<file path="config.mk">
export PLATFORM = sky130hd
export DESIGN_NAME = latch_loader
export DESIGN_NICKNAME = d
export VERILOG_FILES = /design/src/rtl/latch_loader.sv
export SDC_FILE = /design/constraint.sdc
export NUM_CORES = 1
export LEC_CHECK = 0
export BUFFER_PORTS_ARGS = -buffer_cell sky130_fd_sc_hd__buf_2
export CAP_MARGIN = 20
export CORE_MARGIN = 2
export CORE_UTILIZATION = 45
export CTS_CLUSTER_DIAMETER = 150
export DETAILED_ROUTE_END_ITERATION = 10
export PLACE_DENSITY_LB_ADDON = 0.2
export SETUP_SLACK_MARGIN = 0.02
export SLEW_MARGIN = 20
export SYNTH_ARGS = -nofsm -noshare
export SYNTH_HDL_FRONTEND = slang
export SYNTH_SLANG_ARGS = --single-unit
</file>
<file path="constraint.sdc">
create_clock -name clk -period 1.6 [get_ports clk]
set_clock_uncertainty 0.15 [all_clocks]
set_input_delay 0.16 -clock clk [delete_from_list [all_inputs] [get_ports clk]]
set_output_delay 0.16 -clock clk [all_outputs]
set_load 0.01 [all_outputs]
</file>
<file path="src/rtl/latch_loader.sv">
// Serial-to-parallel front end for an 8-bit transparent output latch.
// Assembles MSB-first bytes and drives data/le/oe_n with a timed setup/strobe/hold sequence.
module latch_loader #(
    parameter int SETUP_CYC = 1,
    parameter int LE_WIDTH  = 2
) (
    input  logic       clk,
    input  logic       rst_n,
    input  logic       ser_in,
    input  logic       ser_valid,
    input  logic       frame_start,
    input  logic       out_en,
    input  logic       ovr_clr,
    output logic [7:0] data_out,
    output logic       le,
    output logic       oe_n,
    output logic       busy,
    output logic       byte_done,
    output logic       overrun
);

    typedef enum logic [1:0] {
        IDLE   = 2'd0,
        SETUP  = 2'd1,
        STROBE = 2'd2,
        HOLD   = 2'd3
    } state_t;

    localparam int MAXC  = (SETUP_CYC > LE_WIDTH) ? SETUP_CYC : LE_WIDTH;
    localparam int CNT_W = (MAXC > 1) ? $clog2(MAXC) : 1;

    logic [7:0]       sreg_q, sreg_d;
    logic [2:0]       bit_cnt_q, bit_cnt_d;
    logic [7:0]       data_q, data_d;
    state_t           state_q, state_d;
    logic [CNT_W-1:0] cnt_q, cnt_d;
    logic             le_q, le_d;
    logic             oe_n_q, oe_n_d;
    logic             busy_q, busy_d;
    logic             done_q, done_d;
    logic             ovr_q, ovr_d;
    logic             byte_cmp_s;
    logic             accept_s;
    logic             drop_s;

    // A realigning frame_start makes the sampled bit the first of a new byte, never the last.
    assign byte_cmp_s = ser_valid & ~frame_start & (bit_cnt_q == 3'd7);
    // HOLD is the final cycle of a sequence, so a byte landing there can start the next one.
    assign accept_s   = byte_cmp_s & ((state_q == IDLE) | (state_q == HOLD));
    assign drop_s     = byte_cmp_s & ~accept_s;

    // Shift register and bit counter, independent of the strobe FSM.
    always_comb begin
        sreg_d    = sreg_q;
        bit_cnt_d = bit_cnt_q;
        if (ser_valid) begin
            sreg_d    = {sreg_q[6:0], ser_in};
            bit_cnt_d = frame_start ? 3'd1 : (bit_cnt_q + 3'd1);
        end else if (frame_start) begin
            bit_cnt_d = 3'd0;
        end else begin
            bit_cnt_d = bit_cnt_q;
        end
    end

    // Strobe FSM next-state and per-state cycle counter.
    always_comb begin
        state_d = state_q;
        cnt_d   = cnt_q;
        case (state_q)
            IDLE: begin
                if (accept_s) begin
                    state_d = SETUP;
                    cnt_d   = '0;
                end else begin
                    state_d = IDLE;
                end
            end
            SETUP: begin
                if (cnt_q == CNT_W'(SETUP_CYC - 1)) begin
                    state_d = STROBE;
                    cnt_d   = '0;
                end else begin
                    cnt_d = cnt_q + CNT_W'(1);
                end
            end
            STROBE: begin
                if (cnt_q == CNT_W'(LE_WIDTH - 1)) begin
                    state_d = HOLD;
                    cnt_d   = '0;
                end else begin
                    cnt_d = cnt_q + CNT_W'(1);
                end
            end
            HOLD: begin
                cnt_d   = '0;
                state_d = accept_s ? SETUP : IDLE;
            end
            default: begin
                state_d = IDLE;
                cnt_d   = '0;
            end
        endcase
    end

    // Output next-values, decoded from the next state so every output is a flop.
    always_comb begin
        le_d   = (state_d == STROBE);
        busy_d = (state_d != IDLE);
        done_d = (state_d == HOLD);
        oe_n_d = ~out_en;
        data_d = accept_s ? {sreg_q[6:0], ser_in} : data_q;
        if (drop_s) begin
            ovr_d = 1'b1;
        end else if (ovr_clr) begin
            ovr_d = 1'b0;
        end else begin
            ovr_d = ovr_q;
        end
    end

    // State and output registers.
    always_ff @(posedge clk or negedge rst_n) begin
        if (!rst_n) begin
            sreg_q    <= 8'h00;
            bit_cnt_q <= 3'd0;
            data_q    <= 8'h00;
            state_q   <= IDLE;
            cnt_q     <= '0;
            le_q      <= 1'b0;
            oe_n_q    <= 1'b1;
            busy_q    <= 1'b0;
            done_q    <= 1'b0;
            ovr_q     <= 1'b0;
        end else begin
            sreg_q    <= sreg_d;
            bit_cnt_q <= bit_cnt_d;
            data_q    <= data_d;
            state_q   <= state_d;
            cnt_q     <= cnt_d;
            le_q      <= le_d;
            oe_n_q    <= oe_n_d;
            busy_q    <= busy_d;
            done_q    <= done_d;
            ovr_q     <= ovr_d;
        end
    end

    assign data_out  = data_q;
    assign le        = le_q;
    assign oe_n      = oe_n_q;
    assign busy      = busy_q;
    assign byte_done = done_q;
    assign overrun   = ovr_q;

endmodule

</file>
; ---- Word-level counts from Yosys, hierarchy flattened
; Index checks and enable logic that the tools add are counted.
[op_classes]
addsub = 2
reduce_logical = 5
bitwise_logic = 8
muxes = 13
n_eq_ne = 7
[op_table]
columns = cell, n
row1 = 3-bit two-way mux, 3
row2 = "2-bit equality test, second input constant", 4
row3 = 1-bit two-way mux, 6
row4 = 2-bit one-hot mux with 3 select lines, 1
row5 = 2-bit nonzero test, 3
row6 = 1-bit AND, 4
row7 = 2-bit two-way mux, 2
row8 = 1-bit one-hot mux with 4 select lines, 1
row9 = "3-bit by 1-bit adder with 3-bit output, second input constant", 1
row10 = "3-bit equality test, second input constant", 1
row11 = 1-bit inverter, 3
row12 = "2-bit by 1-bit equality test with 1-bit output, second input constant", 1
row13 = 2-bit logical NOT, 1
row14 = "2-bit inequality test, second input constant", 1
row15 = 2-bit OR reduction, 1
row16 = "1-bit adder, second input constant", 1
row17 = 1-bit bitwise OR, 1
[word_totals]
in_bits = 7
wordCells = 45
ff_bits = 26
output_inout_bits = 13

; ---- Longest topological paths before layout
; Gate-level depths: netlist of run 1.
[depth]
depth_word = 7
ltp_mapped = 6
ltp_nobuf = 5

; ---- Least setup slack after synthesis of run 1
; OpenSTA, ideal clock, no wires.
[synth_timing]
path_kind = register -> register
startpoint = reg state_q[0]
endpoint = reg data_q[1], in the netlist data_out[1]
slack_ns = -0.189
setup_time_ns = 0.125
arrival_ns = 1.514
required_time_ns = 1.325
period_less_slack_ns = 1.789
stages_incl_launch_ff = 6
path_buffers = 1
cell_sequence = dfrtp_1 -> inv_1 -> ha_1 -> and4bb_4 -> buf_8 -> mux2_4
[synth_between]
elab_chain_cells = 3
word_cells_on_any_way = 4
cone_classes = 1 x eq/ne / 2 x bitwise / 1 x reduce/logical
[synth_rtl]
columns = element, line_no
row1 = start: declaration, 35  ; state_t state_q, state_d;
row2 = start signal: assignment, 139  ; state_q <= state_d;
row3 = 2-bit equality test or 2-bit logical NOT (tied branches), 49  ; assign accept_s = byte_cmp_s & ((state_q == IDLE) | (state_q == HOLD));
row4 = 1-bit bitwise OR *, 49
row5 = 1-bit AND *, 49
row6 = end signal: assignment, 138  ; data_q <= data_d;
row7 = end: declaration, 34  ; logic [7:0] data_q, data_d;
; Every way passes the cells marked *; elsewhere a longest branch is shown, timed or not.
; A chain may end at the register's enable or synchronous reset.

; ---- Worst setup path in the final report of run 1
[layout_timing]
startpoint = reg state_q[1]
endpoint = reg data_q[3], in the netlist data_out[3]
; The elaborated chain is that of the path after synthesis.

==> impl_metrics.tcl, run 1 <==
set metrics [dict create \
    routed_wl_um 2070 \
    cellPowerDensity_mw_per_mm2 830 \
    seq_area_um2 652 \
    grt_pass1_vias 668 \
    grt_usage_pct 15.3 \
    holdCritPathClass "in -> reg" \
    p_leak_uw 0.000724 \
    drc 0 \
    grt_antenna_before_repair 0 \
    post-route-util_pct 61.6 \
    ant_nets 0 \
    initial_utilization_pct 46.4 \
    clk_latency_ns 0.31 \
    synth_largest_area_cell "dfrtp_1" \
    startpoint_type "flop" \
    clkTransAtPathRegs_ns 0.14 \
    arrival_ns 1.74 \
    reg2regPathDepth 4 \
    setup_ws_ns -0.0855 \
    crit_required_ns 1.66 \
    place.gp.congestion 0.690 \
    avgSynthCellArea_um2 14.0 \
    dr_total_vias 721 \
    violations "negative setup slack" \
    path_class "reg -> reg" \
    wire_per_inst_um 14.1 \
    rows 18 \
    cts_sinks 26 \
    grt_max_degree 27 \
    fill_cells 179 \
    hold_ws_ns 0.121 \
    ir_drop_mv 0.620 \
    period_needed_ns 1.69 \
    cts.root.buffer_cell "clkbuf_4" \
    vias_per_cell 4.94 \
    clock_power_share_pct 26.2 \
    die_h_um 53.8 \
    design_area_mm2 0.00149 \
    io_buffers 19 \
    yosysWarnings 0 \
    ys_seq_area_share_pct 58.3 \
    tns_ns -0.624 \
    dieArea_mm2 0.00290 \
    path_max_fanout 7 \
    drtIter0Drc 4 \
    cap_violations 0 \
    die_x_um 53.8 \
    grt.overflow.total 0 \
    max_freq_ghz 0.593 \
    ios 20 \
    grt_pass1_wl_um 3060 \
    cts_max_level 1 \
    ys_ff_latch 26 \
    reg2reg_from "state_q[1]" \
    reg2reg_to "data_out[3]" \
    n_antenna_cell 0 \
    min_from "ser_valid" \
    status "finished with violations" \
    p_sw_share_pct 23.1 \
    cts_buffers 3 \
    yosys-top-cells-area "dfrtp_1 56%, mux2_2 9.1%, mux2_4 8.1%, ha_1 5.6%, dfstp_2 2.4%" \
    worstMarginPinSlew_ns 0.567 \
    syn_nets 92 \
    fp.coreArea_mm2 0.00241 \
    synth.distinct_cells 23 \
    pre_cts_ws_ns -0.162 \
    fin_crit_sh_pct 105 \
    endpoint_kind "flop" \
    syn_area_mm2 0.00112 \
    rsz0062_at_grt "true" \
    hold_depth 3 \
    p_comb_share_pct 11.8 \
    pwr-share-seq_pct 62.0 \
    synthDominantCellAreaShare_pct 56.0 \
    synthCells 80 \
    place_area_mm2 0.00127 \
    finalMaxSlewViolations 0 \
    drtPass1Iterations 3 \
    final_nets 129 \
    net-switching-power_uw 285 \
    layout-drive-gt1-share_pct 54.3 \
    whs_endpoint "bit_cnt_q[0]" \
    multi_input_area_um2 528 \
    dp_hpwl_um 1210 \
    cts_tree "yes" \
    p_int_uw 948 \
    regToRegSetupSlack_ns -0.09 \
    slew_headroom_pct 62.2 \
    setup_viol 8 \
    final_hold_viol_count 0 \
    area_delta_synth_final_pct 32.9 \
    cts.path.max_buffers 2 \
]
[cells in the final DEF, fill, tap and decap left out, drive strengths merged]
cell and count:
dlygate4sd3 5, dfstp 1, nor3 1, mux2 15, nand4b 1, buf 28
inv 5, a21oi 3, o31ai 1, ha 5, clkbuf 4, nand2 1
dfrtp 25, and4bb 2, nor2b 4, o21ai 4, xnor2 1, nand2b 1
nor2 5, mux2i 2, a21bo 1, nand3b 1
[per-stage QoR]
| step | cells | total power (uW) |
|---|---|---|
| finish | 146 | 1230 |
| global route | 146 | 1300 |
| CTS | 144 | 1240 |
| detailed placement | 133 | 905 |
| global placement | 133 | 898 |
| floorplan | 80 | 849 |
[layer usage]
layer,vias up,track usage [%],routed length (um)
li1,347,-,-
met5,-,0,0
met1,363,20.2,917
met4,0,6.41,10
met3,2,3.33,51
met2,9,24.4,1090
[worst max path at each step]
stage                     from           to  slack, ns  depth (start not counted)
finish              state_q[1]  data_out[3]      -0.09                          4
global route        state_q[0]  data_out[5]      -0.13                          4
CTS                 state_q[0]  data_out[3]      -0.11                          4
detailed placement  state_q[0]  data_out[7]      -0.16                          4
global placement    state_q[1]  data_out[0]      -0.15                          4
floorplan           state_q[0]  data_out[1]      -0.19                          5
[synth_stat cells]
library cell / n
dfrtp_1: 25
mux2_2: 9
mux2_4: 6
ha_1: 5
inv_1: 5
nor2_1: 5
nor2b_1: 4
a21oi_1: 3
o21ai_0: 3
mux2i_1: 2
a21bo_2: 1
and4bb_4: 1
buf_2: 1
buf_8: 1
dfstp_2: 1
nand2_1: 1
nand2b_1: 1
nand3b_1: 1
nand4b_1: 1
nor3_1: 1
o21ai_1: 1
o31ai_1: 1
xnor2_1: 1
[area by class of cell]
class	instances	area share [%]
flip-flops and latches	26	43.9
repair buffers	33	14.3
clock buffers	4	2.44
multi-input cells	48	35.6
well taps	30	2.53
inverters	5	1.26
[flip-flops by register name, indices dropped and copies added (netlist names)]
signal     cells
data_out       8
sreg_q         7
bit_cnt_q      3
state_q        2
busy           1
byte_done      1
cnt_q          1
le             1
oe_n           1
overrun        1
[cells by family after synthesis]
group	synth area share [%]
XOR/XNOR	0.784
AND/OR/NAND/NOR	8.17
multiplexers	18.9
buffers and inverters	3.47
AO/OA/AOI/OAI	4.70
adder cells (fa/ha/maj)	5.60
flip-flops	58.3
[worst max-delay path, stage by stage (launching register included)]
cell and delay, ns:
dfrtp_1 0.41, inv_2 0.08, ha_4 0.20, and4bb_4 0.42, mux2_4 0.32
[power groups by stage]
stage | logic [uW] | registers (uW) | clock network, uW
after floorplan | 79.8 | 769 | 0
after global placement | 126 | 772 | 0
after detailed placement | 130 | 775 | 0
after CTS | 145 | 765 | 333
after global routing | 164 | 773 | 365
final | 145 | 765 | 323
[timing repair]
| action | in CTS | in global routing |
|---|---|---|
| gates resized for setup | 10 | 9 |
| setup endpoints to repair | 12 | 12 |
| hold buffers | 5 | 0 |
| pin swaps | 2 | 4 |
| hold endpoints to repair | 31 | 0 |
| setup buffers | 1 | 2 |
| cloned | 1 | 0 |
Power figures use the tool's default switching activity.
==> inputs of run 2 (changes only) <==
--- a/config.mk
+++ b/config.mk
@@ -5,6 +5,7 @@
 export SDC_FILE = /design/constraint.sdc
 export NUM_CORES = 1
 export LEC_CHECK = 0
+export ABC_AREA = 1
 export BUFFER_PORTS_ARGS = -buffer_cell sky130_fd_sc_hd__buf_2
 export CAP_MARGIN = 20
 export CORE_MARGIN = 2
==> run 2 against run 1 <==
The run now ends clean. Maximum frequency grew 12%. Non-clock buffer count shrank 6. Area after synthesis shrank 0.90%. Register-to-register slack gained 0.18 ns. Hold slack lost 0.10 ns. Sequential share of layout area grew 4.3 points. Worst setup slack gained 0.18 ns. Wire length shrank 6.9%. Die area shrank 0.83%. Largest cell class unchanged. Clock power shrank 2%. Global-route usage shrank 0.56 points. Core utilization shrank 2.3 points. Highest routed layer unchanged.
==> impl_metrics.tcl, run 2 <==
set metrics [dict create \
    reg2regPathDepth 6 \
    final_cell_mix "26 x nand2_1, 25 x dfrtp_1, 19 x buf_2, 16 x inv_1" \
    ios 20 \
    placedCellCount 156 \
    n_antenna_cell 0 \
    ys.flop_type "dfrtp_1" \
    wire_per_inst_um 11.4 \
    crit_path_cell_trace "inv_1 -> ha_1 -> inv_2 -> nand4_1 -> nand2_1 -> nor2_1" \
    clkTransAtPathRegs_ns 0.13 \
    regToRegSetupSlack_ns 0.1 \
    cp-endpoint "le" \
    initial_utilization_pct 48.7 \
    die_h_um 53.6 \
    yosysWarnings 0 \
    dp_hpwl_um 1290 \
    drc 0 \
    fp.coreArea_mm2 0.00228 \
    cts_tree "yes" \
    routed_wl_um 1920 \
    ys_ff_latch 26 \
    grt_antenna_before_repair 0 \
    dr_total_vias 778 \
    instances_no_fill 168 \
    synth.distinct_cells 18 \
    largest_reg_flops 8 \
    synth_commonest_cells "26 x nand2_1, 25 x dfrtp_1, 17 x inv_1" \
    synthCells 110 \
    place_area_mm2 0.00123 \
    ys_seq_area_share_pct 58.9 \
    synthDominantCellAreaShare_pct 56.5 \
    cts.path.max_buffers 2 \
    cts_buffers 3 \
    final_hold_viol_count 0 \
    grt_pass1_wl_um 2990 \
    holdCritPathClass "in -> reg" \
    grt_usage_pct 14.8 \
    synth-async-reset-ratio_pct 100 \
    die_x_um 53.6 \
    cellPowerDensity_mw_per_mm2 904 \
    fill_cells 192 \
    synth.most_common_cell "nand2_1" \
    syn_nets 122 \
    cts_max_level 1 \
    reg2reg_to "le" \
    setup_viol 0 \
    synth_largest_area_cell "dfrtp_1" \
    cpPeakStageDelay_ns 0.37 \
    startpoint_type "flop" \
    status "finished, final reports clean" \
    fin_crit_sh_pct 93.9 \
    clk_latency_ns 0.31 \
    grt_pass1_vias 720 \
    rows 17 \
    avgSynthCellArea_um2 10.1 \
    worstMarginPinSlew_ns 0.564 \
    vias_per_cell 4.63 \
    cts_sinks 26 \
    io_buffers 19 \
    cap_violations 0 \
    finalMaxSlewViolations 0 \
    yosys-top-cells-area "dfrtp_1 56%, nand2_1 8.8%, o21ai_2 6.3%, inv_1 5.8%, ha_1 5.6%" \
    path_max_fanout 3 \
    final_nets 153 \
    reg2reg_from "state_q[0]" \
    crit_required_ns 1.65 \
    cp_slowest_cell "dfrtp_1" \
    grt_max_degree 27 \
    slew_headroom_pct 62.4 \
    cts.root.buffer_cell "clkbuf_4" \
    crit_cells 6 \
    ant_nets 0 \
    final_common_cell "nand2_1" \
    grt.overflow.total 0 \
    cp_top_family "flip-flops" \
    place.gp.congestion 0.746 \
    drtPass1Iterations 3 \
    layout-drive-gt1-share_pct 29.3 \
    p_leak_uw 0.000712 \
    period_needed_ns 1.50 \
    ir_drop_mv 0.599 \
    dieArea_mm2 0.00287 \
    drtIter0Drc 12 \
    area_delta_synth_final_pct 22.0 \
    endpoint_kind "flop" \
    arrival_ns 1.55 \
    design_area_mm2 0.00135 \
    synth_enable_flop_cells 0 \
    worst-path-buf-inv 2 \
    crit_start "state_q[0]" \
    syn_area_mm2 0.00111 \
    path_class "reg -> reg" \
    max_freq_ghz 0.666 \
]
## run 2: cell types whose count changed after synthesis, sizes merged, moves of 2 or more
cell / before / now
mux2: 15 / 0
o21ai: 4 / 16
nor2b: 4 / 0
mux2i: 2 / 0
inv: 5 / 18
nand2: 1 / 26
nor2: 5 / 7
a21oi: 3 / 1
nand3: 0 / 6
## run 2: report_power, final
group / internal, uW / switching [uW]
clock network: 139 / 179
logic: 67.0 / 103
registers: 708 / 25.3
## run 2: through the flow
| stage | hold WS (ns) | setup WS (ns) | util, % | power, uW | setup TNS (ns) |
|---|---|---|---|---|---|
| CTS | 0.00329 | 0.0278 | 57.8 | 1230 | 0 |
| global route | 0.0210 | -0.00909 | 59.4 | 1300 | -0.00909 |
| finish | 0.0185 | 0.0982 | 59.4 | 1220 | 0 |
| detailed placement | 0.0383 | 0.0477 | 54.0 | 898 | 0 |
| floorplan | -0.286 | 0.135 | - | 839 | 0 |
| global placement | 0.0415 | 0.0868 | 54.0 | 892 | 0 |
## run 2: tightest hold or removal path: stages
cell and delay, ns:
buf_2 0.11, inv_2 0.07, nand3_1 0.07, nand2_1 0.05
## run 2: area by class of cell
cell class / count / area (um2) / share of cell area (%)
sequential: 26 / 652 / 48.2
multi-input combinational: 65 / 393 / 29.1
timing repair buffer: 27 / 168 / 12.4
inverter: 18 / 67.6 / 5.00
clock buffer: 4 / 36.3 / 2.69
tap: 28 / 35.0 / 2.59
## run 2: timing repair
item	CTS	global route
setup buffers	0	2
setup endpoints to repair	0	11
hold buffers	5	0
hold endpoints to repair	31	0
resized for setup	0	3
## run 2: worst min-delay path by stage
| stage | to | cells after the start | slack [ns] | startpoint |
|---|---|---|---|---|
| 3_5_place_dp | busy | 1 | 0.04 | rst_n |
| 2_1_floorplan | bit_cnt_q[0] | 0 | -0.29 | rst_n |
| 5_1_grt | bit_cnt_q[0] | 3 | 0.02 | ser_valid |
| 3_3_place_gp | busy | 1 | 0.04 | rst_n |
| 4_1_cts | bit_cnt_q[1] | 4 | 0.003 | ser_valid |
| 6_report | bit_cnt_q[1] | 4 | 0.02 | ser_valid |
## run 2: logic make-up after synthesis
| group | Yosys count | synth area share (%) |
|---|---|---|
| AOI/OAI and AO/OA | 18 | 11.0 |
| adders and majority gates | 5 | 5.65 |
| xor gates and xnor gates | 1 | 0.791 |
| buffers and inverters | 20 | 7.46 |
| and+or+nand+nor | 40 | 16.3 |
| DFF | 26 | 58.9 |
## run 2: layer usage
metal,track usage [%],vias to the layer above,routed length [um],share of wire (%)
li1,-,404,-,-
met1,20.0,359,896,47
met2,23.5,13,945,49
met3,2.50,2,66,3.4
met4,6.41,0,14,0.73
met5,0,-,0,0
==> inputs of run 3 (changes only) <==
==> constraint.sdc (replaced) <==
create_clock -name clk -period 1.9 [get_ports clk]
set_clock_uncertainty 0.15 [all_clocks]
set_input_delay 0.19 -clock clk [delete_from_list [all_inputs] [get_ports clk]]
set_output_delay 0.19 -clock clk [all_outputs]
set_load 0.01 [all_outputs]
==> run 3 against run 2 <==
Flip-flop and latch count is the same. Final area shrank 2.7%. Worst setup slack better by 0.21 ns. Highest routed layer unchanged.
==> impl_metrics.tcl, run 3 (synthesis results as in run 2) <==
set metrics [dict create \
    status "finished, final reports clean" \
    rows 17 \
    startpoint_type "flop" \
    wire_per_inst_um 11.2 \
    cts_max_level 1 \
    layout-drive-gt1-share_pct 25.9 \
    instances_no_fill 163 \
    cts.path.max_buffers 2 \
    drtPass1Iterations 4 \
    final_nets 148 \
    setup_viol 0 \
    clkTransAtPathRegs_ns 0.15 \
    slew_headroom_pct 62.3 \
    holdCritPathClass "in -> reg" \
    cap_violations 0 \
    path_max_fanout 18 \
    final_cell_mix "26 x nand2_1, 25 x dfrtp_1, 19 x buf_2, 17 x inv_1" \
    dieArea_mm2 0.00287 \
    endpoint_kind "flop" \
    largest_reg_flops 8 \
    routed_wl_um 1830 \
    die_h_um 53.6 \
    io_buffers 19 \
    setup_ws_ns 0.308 \
    initial_utilization_pct 48.7 \
    regToRegSetupSlack_ns 0.31 \
    ir_drop_mv 0.534 \
    place.gp.congestion 0.762 \
    placedCellCount 155 \
    clk_latency_ns 0.32 \
    rsz0062_at_grt "false" \
    dp_hpwl_um 1280 \
    final_hold_viol_count 0 \
    cellPowerDensity_mw_per_mm2 856 \
    pre_cts_ws_ns 0.336 \
    grt_antenna_before_repair 0 \
    drtIter0Drc 11 \
    ant_nets 0 \
    finalMaxSlewViolations 0 \
    worstMarginPinSlew_ns 0.566 \
    period_needed_ns 1.59 \
    die_x_um 53.6 \
    arrival_ns 1.67 \
    grt_pass1_wl_um 3040 \
    cts_tree "yes" \
    grt.overflow.total 0 \
    n_antenna_cell 0 \
    cts_sinks 26 \
    fin_crit_sh_pct 83.8 \
    grt_max_degree 27 \
    reg2regPathDepth 6 \
    reg2reg_to "data_out[0]" \
    p_leak_uw 0.000702 \
    cp-endpoint "data_out[0]" \
    min_from "frame_start" \
    grt_usage_pct 15.0 \
    tns_ns 0 \
    power.total_uw 1130 \
    reg2reg_from "state_q[0]" \
    hold_ws_ns 0.00773 \
    final_common_cell "nand2_1" \
    crit_required_ns 1.98 \
    drc 0 \
    cts_setup_buffers 0 \
    vias_per_cell 4.67 \
    path_class "reg -> reg" \
    fp.coreArea_mm2 0.00228 \
    ios 20 \
    crit_start "state_q[0]" \
    cts.root.buffer_cell "clkbuf_4" \
    max_freq_ghz 0.628 \
    cts_buffers 3 \
    dr_total_vias 761 \
    grt_pass1_vias 712 \
    area_delta_synth_final_pct 18.8 \
]
[run 3: cell types whose count changed in the layout (fill, tap and decap cells not counted), sizes merged]
cell         before  now
bufinv            0    1
clkbuf            4    3
nand3             7    6
dlygate4sd3       5    4
buf              22   19
[run 3: through the flow]
step	cell area, um2	util (%)
floorplan	1110	-
global placement	1220	53.7
detailed placement	1220	53.7
CTS	1320	57.8
global route	1320	57.8
finish	1320	57.8
[run 3: worst min path at each step]
stage,end,slack [ns],depth (start not counted)
3_5_place_dp,sreg_q[6],0.07,1
2_1_floorplan,bit_cnt_q[0],-0.26,0
6_report,bit_cnt_q[2],0.008,4
4_1_cts,bit_cnt_q[2],0.002,4
5_1_grt,bit_cnt_q[1],0.02,4
3_3_place_gp,busy,0.07,1
[run 3: power by group]
group | total, uW | internal, uW | switching (uW) | leakage, uW
Sequential | 619 | 597 | 22.2 | 0.000347
Combinational | 131 | 49.7 | 80.8 | 0.000327
Clock | 377 | 213 | 164 | 0.0000279
[run 3: per-layer routing]
metal,global-route usage (%),vias to the layer above,share of wire (%)
met5,0,-,0
li1,-,394,-
met4,6.41,0,0.93
met2,25.3,13,45
met1,19.1,352,50
met3,2.50,2,3.6
[run 3: critical path: stages, from the launching register on]
cell and delay (ns):
dfrtp_1 0.41, inv_1 0.09, ha_1 0.31, inv_1 0.12
nand3_4 0.22, nand2_1 0.16, o21ai_2 0.06
[run 3: cell type report]
cell class,count,area (um2)
fillers,195,961
flip-flops and latches,26,652
multi-input cells,64,373
repair buffers,23,135
inverters,18,67.6
well taps,28,35.0
clock inverters,1,30.0
clock buffers,3,22.5
[run 3: repair_timing]
item	in CTS	in global routing
gates resized for setup	0	0
hold buffers	4	0
endpoints found under the hold margin	29	0
